===== src/rtl/mem_arbiter.sv =====
// mem_arbiter: serialises instruction-fetch and load/store traffic onto one RAM port.
// Define ARB_ROUND_ROBIN_EN for round-robin grants; default is data-over-fetch priority.
module mem_arbiter #(
    parameter int ADDR_W  = 32,
    parameter int DATA_W  = 32,
    parameter int TIMEOUT = 255
) (
    input  logic              clk,
    input  logic              reset,
    input  logic              fetchReq,
    input  logic [ADDR_W-1:0] fetchAddress,
    output logic              fetchAck,
    output logic [DATA_W-1:0] fetchData,
    input  logic              dataReadReq,
    input  logic              dataWriteReq,
    input  logic [ADDR_W-1:0] dataAddress,
    input  logic [DATA_W-1:0] dataWriteValue,
    output logic              dataAck,
    output logic [DATA_W-1:0] dataReadValue,
    input  logic [DATA_W-1:0] ramValue,
    input  logic              readAck,
    input  logic              writeAck,
    output logic [ADDR_W-1:0] ramAddress,
    output logic [DATA_W-1:0] ramOut,
    output logic              readReq,
    output logic              writeReq,
    output logic              grantId,
    output logic              busError
);

    typedef enum logic [1:0] {IDLE, ISSUE, WAIT, RESP} state_e;

    localparam logic [7:0] TMO = 8'(TIMEOUT);

    state_e            state_q, state_d;
    logic [ADDR_W-1:0] addr_q, addr_d;
    logic [DATA_W-1:0] wdata_q, wdata_d;
    logic [DATA_W-1:0] fdata_q, fdata_d;
    logic [DATA_W-1:0] ddata_q, ddata_d;
    logic [7:0]        cnt_q, cnt_d;
    logic              wr_q, wr_d;
    logic              gid_q, gid_d;
    logic              rreq_q, rreq_d;
    logic              wreq_q, wreq_d;
    logic              fack_q, fack_d;
    logic              dack_q, dack_d;
    logic              berr_q, berr_d;
    logic              data_req, pick_data, ack_ok, wr_sel;

    assign data_req = dataReadReq | dataWriteReq;
    // A simultaneous read+write on the data port is treated as a write.
    assign wr_sel   = pick_data & dataWriteReq;
    assign ack_ok   = wr_q ? writeAck : readAck;

`ifdef ARB_ROUND_ROBIN_EN
    logic last_grant;
    assign last_grant = gid_q;
    assign pick_data  = data_req & (~fetchReq | ~last_grant);
`else
    assign pick_data  = data_req;
`endif

    always_comb begin
        state_d = state_q;
        addr_d  = addr_q;
        wdata_d = wdata_q;
        fdata_d = fdata_q;
        ddata_d = ddata_q;
        cnt_d   = cnt_q;
        wr_d    = wr_q;
        gid_d   = gid_q;
        berr_d  = berr_q;
        rreq_d  = 1'b0;
        wreq_d  = 1'b0;
        fack_d  = 1'b0;
        dack_d  = 1'b0;
        unique case (state_q)
            IDLE: begin
                if (fetchReq | data_req) begin
                    state_d = ISSUE;
                    gid_d   = pick_data;
                    wr_d    = wr_sel;
                    rreq_d  = ~wr_sel;
                    wreq_d  = wr_sel;
                    if (pick_data) begin
                        addr_d  = dataAddress;
                        wdata_d = dataWriteValue;
                    end else begin
                        addr_d  = fetchAddress;
                    end
                end
            end
            ISSUE: begin
                cnt_d   = '0;
                state_d = WAIT;
            end
            WAIT: begin
                if (ack_ok) begin
                    state_d = RESP;
                    fack_d  = ~gid_q;
                    dack_d  = gid_q;
                    if (gid_q) ddata_d = wr_q ? '0 : ramValue;
                    else       fdata_d = ramValue;
                end else begin
                    cnt_d = cnt_q + 8'd1;
                    if (cnt_d == TMO) begin
                        state_d = RESP;
                        berr_d  = 1'b1;
                        fack_d  = ~gid_q;
                        dack_d  = gid_q;
                        if (gid_q) ddata_d = '0;
                        else       fdata_d = '0;
                    end
                end
            end
            RESP: begin
                state_d = IDLE;
            end
        endcase
    end

    always_ff @(posedge clk or negedge reset) begin
        if (!reset) begin
            state_q <= IDLE;
            addr_q  <= '0;
            wdata_q <= '0;
            fdata_q <= '0;
            ddata_q <= '0;
            cnt_q   <= '0;
            wr_q    <= 1'b0;
            gid_q   <= 1'b0;
            rreq_q  <= 1'b0;
            wreq_q  <= 1'b0;
            fack_q  <= 1'b0;
            dack_q  <= 1'b0;
            berr_q  <= 1'b0;
        end else begin
            state_q <= state_d;
            addr_q  <= addr_d;
            wdata_q <= wdata_d;
            fdata_q <= fdata_d;
            ddata_q <= ddata_d;
            cnt_q   <= cnt_d;
            wr_q    <= wr_d;
            gid_q   <= gid_d;
            rreq_q  <= rreq_d;
            wreq_q  <= wreq_d;
            fack_q  <= fack_d;
            dack_q  <= dack_d;
            berr_q  <= berr_d;
        end
    end

    assign ramAddress    = addr_q;
    assign ramOut        = wdata_q;
    assign readReq       = rreq_q;
    assign writeReq      = wreq_q;
    assign fetchAck      = fack_q;
    assign dataAck       = dack_q;
    assign fetchData     = fdata_q;
    assign dataReadValue = ddata_q;
    assign grantId       = gid_q;
    assign busError      = berr_q;

endmodule


===== config.mk =====
export PLATFORM = sky130hd
export DESIGN_NAME = mem_arbiter
export DESIGN_NICKNAME = d
export VERILOG_FILES = /design/src/rtl/mem_arbiter.sv
export SDC_FILE = /design/constraint.sdc
export NUM_CORES = 1
export LEC_CHECK = 0
export CORE_MARGIN = 2
export CORE_UTILIZATION = 38
export DETAILED_ROUTE_END_ITERATION = 16
export PLACE_DENSITY = 0.77
export SLEW_MARGIN = 20
export SYNTH_ARGS = -nofsm -noshare
export SYNTH_HDL_FRONTEND = slang
export SYNTH_SLANG_ARGS = --single-unit

===== constraint.sdc =====
create_clock -name clk -period 2.2 [get_ports clk]
set_clock_uncertainty 0.2 [all_clocks]
set_input_delay 0.33 -clock clk [delete_from_list [all_inputs] [get_ports clk]]
set_output_delay 0.33 -clock clk [all_outputs]
set_load 0.05 [all_outputs]

==> flow_metrics.env <==
export IMPL_clock_sinks=145
export IMPL_crit_slowest_cell="dfrtp_1"
export IMPL_drc=0
export IMPL_syn_to_final_growth_pct=63.4
export IMPL_tritoncts="built"
export IMPL_grt_overflow=0
export IMPL_leakage_nw=4.18
export IMPL_cp_top_family="compound AO/OA/AOI/OAI gates"
export IMPL_routabilityCongestion=0.821
export IMPL_routed_via_density=5.05
export IMPL_die_w_um=128
export IMPL_postSynthCellCount=448
export IMPL_rsz0062_at_grt="yes"
export IMPL_dieHeight_um=128
export IMPL_rows=45
export IMPL_syn_area_mm2=0.00588
export IMPL_grt_first_pass_wirelength_mm=26.2
export IMPL_first_iter_violations=235
export IMPL_cts_buffers=17
export IMPL_violations="setup timing"
export IMPL_required_ns=2.30
export IMPL_port_buffers=268
export IMPL_cts_path_max_buffers=2
export IMPL_path_max_fanout=3
export IMPL_setup_tns_final_ns=-0.00857
export IMPL_first_global_vias=4986
export IMPL_min_period_ns=2.21
export IMPL_wl_mm=16.7
export IMPL_placed_cell_area_mm2=0.00894
export IMPL_yosysWarnings=0
export IMPL_antenna_found_initial=0
export IMPL_worstPathCellList="ha_2 -> inv_1 -> o31a_1 -> o2111a_2 -> o21ai_1 -> mux2_2"
export IMPL_track_usage=0.206
export IMPL_final_cell_mix="clkdlybuf4s50_1, dfrtp_1, a22o_1, nand2_1, o21ai_0"
export IMPL_drv_slew=0
export IMPL_clk_pin_slew_ns=0.06
export IMPL_vias=4728
export IMPL_use_met3=0.0678
export IMPL_clock_latency_ns=0.42
export IMPL_r2r_start="cnt_q[0]$_DFFE_PN0P_"
export IMPL_ys_types=40
export IMPL_layout_commonest_cell="clkdlybuf4s50_1"
export IMPL_design_core_area_mm2=0.0151
export IMPL_worstSetupStartpointType="flip-flop"
export IMPL_whs_ns=0.245
export IMPL_crit_path_start="cnt_q[0]$_DFFE_PN0P_"
export IMPL_tightestPinTransition_ns=0.553
export IMPL_wl_per_cell_um=17.8
export IMPL_final_nets=875
export IMPL_synth_nets=588
export IMPL_hpwlAfterDp_mm=12.4
export IMPL_hold_viol_final=0
export IMPL_synth_seq_cells=145
export IMPL_power_density_mw_per_mm2=1740
export IMPL_num_antenna_cells=0
export IMPL_utilization=0.634
export IMPL_timing_final_crit_share=1.00
export IMPL_critPathMaxStageDelay_ns=0.38
export IMPL_fmax_mhz=453
export IMPL_arrival_ns=2.31
export IMPL_initial_core_util=0.388
export IMPL_drive_above_1_share=0.150
export IMPL_grt_max_degree=68
export IMPL_die_area_mm2=0.0165
export IMPL_drtAntennaViolNets=0
export IMPL_ir_drop_uv=836
export IMPL_avgSynthCellArea_um2=13.1
export IMPL_endpoint_kind="flip-flop"
export IMPL_max_slew_margin=0.630
export IMPL_globalRoute_busiestLayer="met2"
export IMPL_worst_path_buf_inv=1
export IMPL_ios=269
export IMPL_finalSetupViolations=1
export IMPL_grt_use_met1=0.241
export IMPL_instances_no_fill=936
export IMPL_yosysSeqAreaShare=0.617
export IMPL_maxCapViolations=0
export IMPL_place_inst=900
export IMPL_critPathKind="reg2reg"
export IMPL_status="finished with violations"
export IMPL_worst_slack_ns=-0.00857
export IMPL_min_delay_path_class="in2async"
export IMPL_use_met2=0.352
export IMPL_dr_pass1_iters=4
export IMPL_finalInstanceArea_mm2=0.00960
export IMPL_cts_max_level=4
export IMPL_clock_root_buffer="clkbuf_16"
==> layer usage <==
metal,routed length (µm),up-vias
met1,6430,2265
li1,-,2196
met4,375,0
met3,1470,27
met2,8390,240
met5,0,-
==> registers in the layout (all words and copies together), names as in the netlist, 2 cells and up <==
| signal | count |
|---|---|
| dataReadValue | 32 |
| fetchData | 32 |
| ramAddress | 32 |
| ramOut | 32 |
| cnt_q | 8 |
| state_q | 2 |
==> power breakdown <==
group	total [W]	switching [W]	internal, W
Sequential	0.00454	0.000686	0.00385
Clock	0.00299	0.00125	0.00174
Combinational	0.00916	0.00578	0.00338
==> logic make-up after synthesis <==
kind of cell	after synthesis	synth area share
adder cells (fa/ha/maj)	5	0.0106
AND/OR/NAND/NOR	68	0.0534
XOR/XNOR	7	0.0104
buffers and inverters	38	0.0336
AO/OA/AOI/OAI	116	0.150
multiplexers	69	0.125
flip-flops	145	0.617
==> final cells by class <==
cell class                 instances  area (µm²)
clock buffer                      17         425
clock inverter                    15         191
fill                            1152        5540
inverter                           9        33.8
multi-input combinational        265        2080
sequential                       145        3630
tap                              188         235
timing repair buffer             297        3000
==> cell usage after synthesis <==
master	number	area [µm²]
nor3_1	2	10.0
buf_1	1	3.75
nor3b_1	1	7.51
nand2b_1	2	12.5
buf_6	6	67.6
nand2_1	42	158
nand2_2	2	12.5
a21oi_1	3	15.0
and2_1	2	12.5
o211ai_1	2	15.0
o22ai_1	1	6.26
or2b_1	1	7.51
a211oi_1	1	7.51
nand3b_1	1	7.51
mux2i_1	35	350
nor4_1	1	6.26
xnor2_1	5	43.8
inv_1	9	33.8
o21ai_4	1	16.3
mux2_2	34	383
o31ai_1	1	7.51
ha_1	5	62.6
a22o_1	61	534
or3_2	1	7.51
xor2_1	2	17.5
nand3_1	3	15.0
o211ai_4	1	21.3
nor2_1	6	22.5
o21ai_0	38	190
a22o_2	3	30.0
dfrtp_1	145	3630
a21o_1	2	15.0
clkbuf_1	14	52.6
nor2b_1	1	6.26
and4b_1	1	10.0
nor3b_2	1	12.5
o31a_1	1	8.76
o2111a_2	1	12.5
buf_2	8	40.0
or2_2	1	6.26
==> timing repair <==
item / in CTS / in global routing
resized for setup: 3 / 3
pin swaps: 1 / 1
hold buffers: 1 / 0
setup endpoints to repair: 65 / 66
buffers inserted: 2 / 1
hold endpoints to repair: 47 / 0
==> final timing paths <==
| check | endpoint | slack [ns] | cells after the start |
|---|---|---|---|
| setup / recovery | state_q[1]$_DFFE_PN0P_ | -0.009 | 6 |
| hold / removal | cnt_q[5]$_DFFE_PN0P_ | 0.24 | 2 |
| setup reg to reg | state_q[1]$_DFFE_PN0P_ | -0.009 | 6 |
| hold reg to reg | ramAddress[27]$_DFFE_PN0P_ | 0.28 | 2 |
| max in group asynchronous | dataReadValue[1]$_DFFE_PN0P_ | 0.86 | 3 |
| min in group clk | ramAddress[27]$_DFFE_PN0P_ | 0.28 | 2 |
==> metrics by stage <==
stage               setup slack [ns]  power (W)
floorplan                    0.00883     0.0103
detailed placement            -0.111     0.0137
CTS                           0.0129     0.0168
finish                      -0.00857     0.0167
global placement             -0.0138     0.0135
global route                 -0.0706     0.0175
Note: power is estimated with default switching activity, not from simulation.
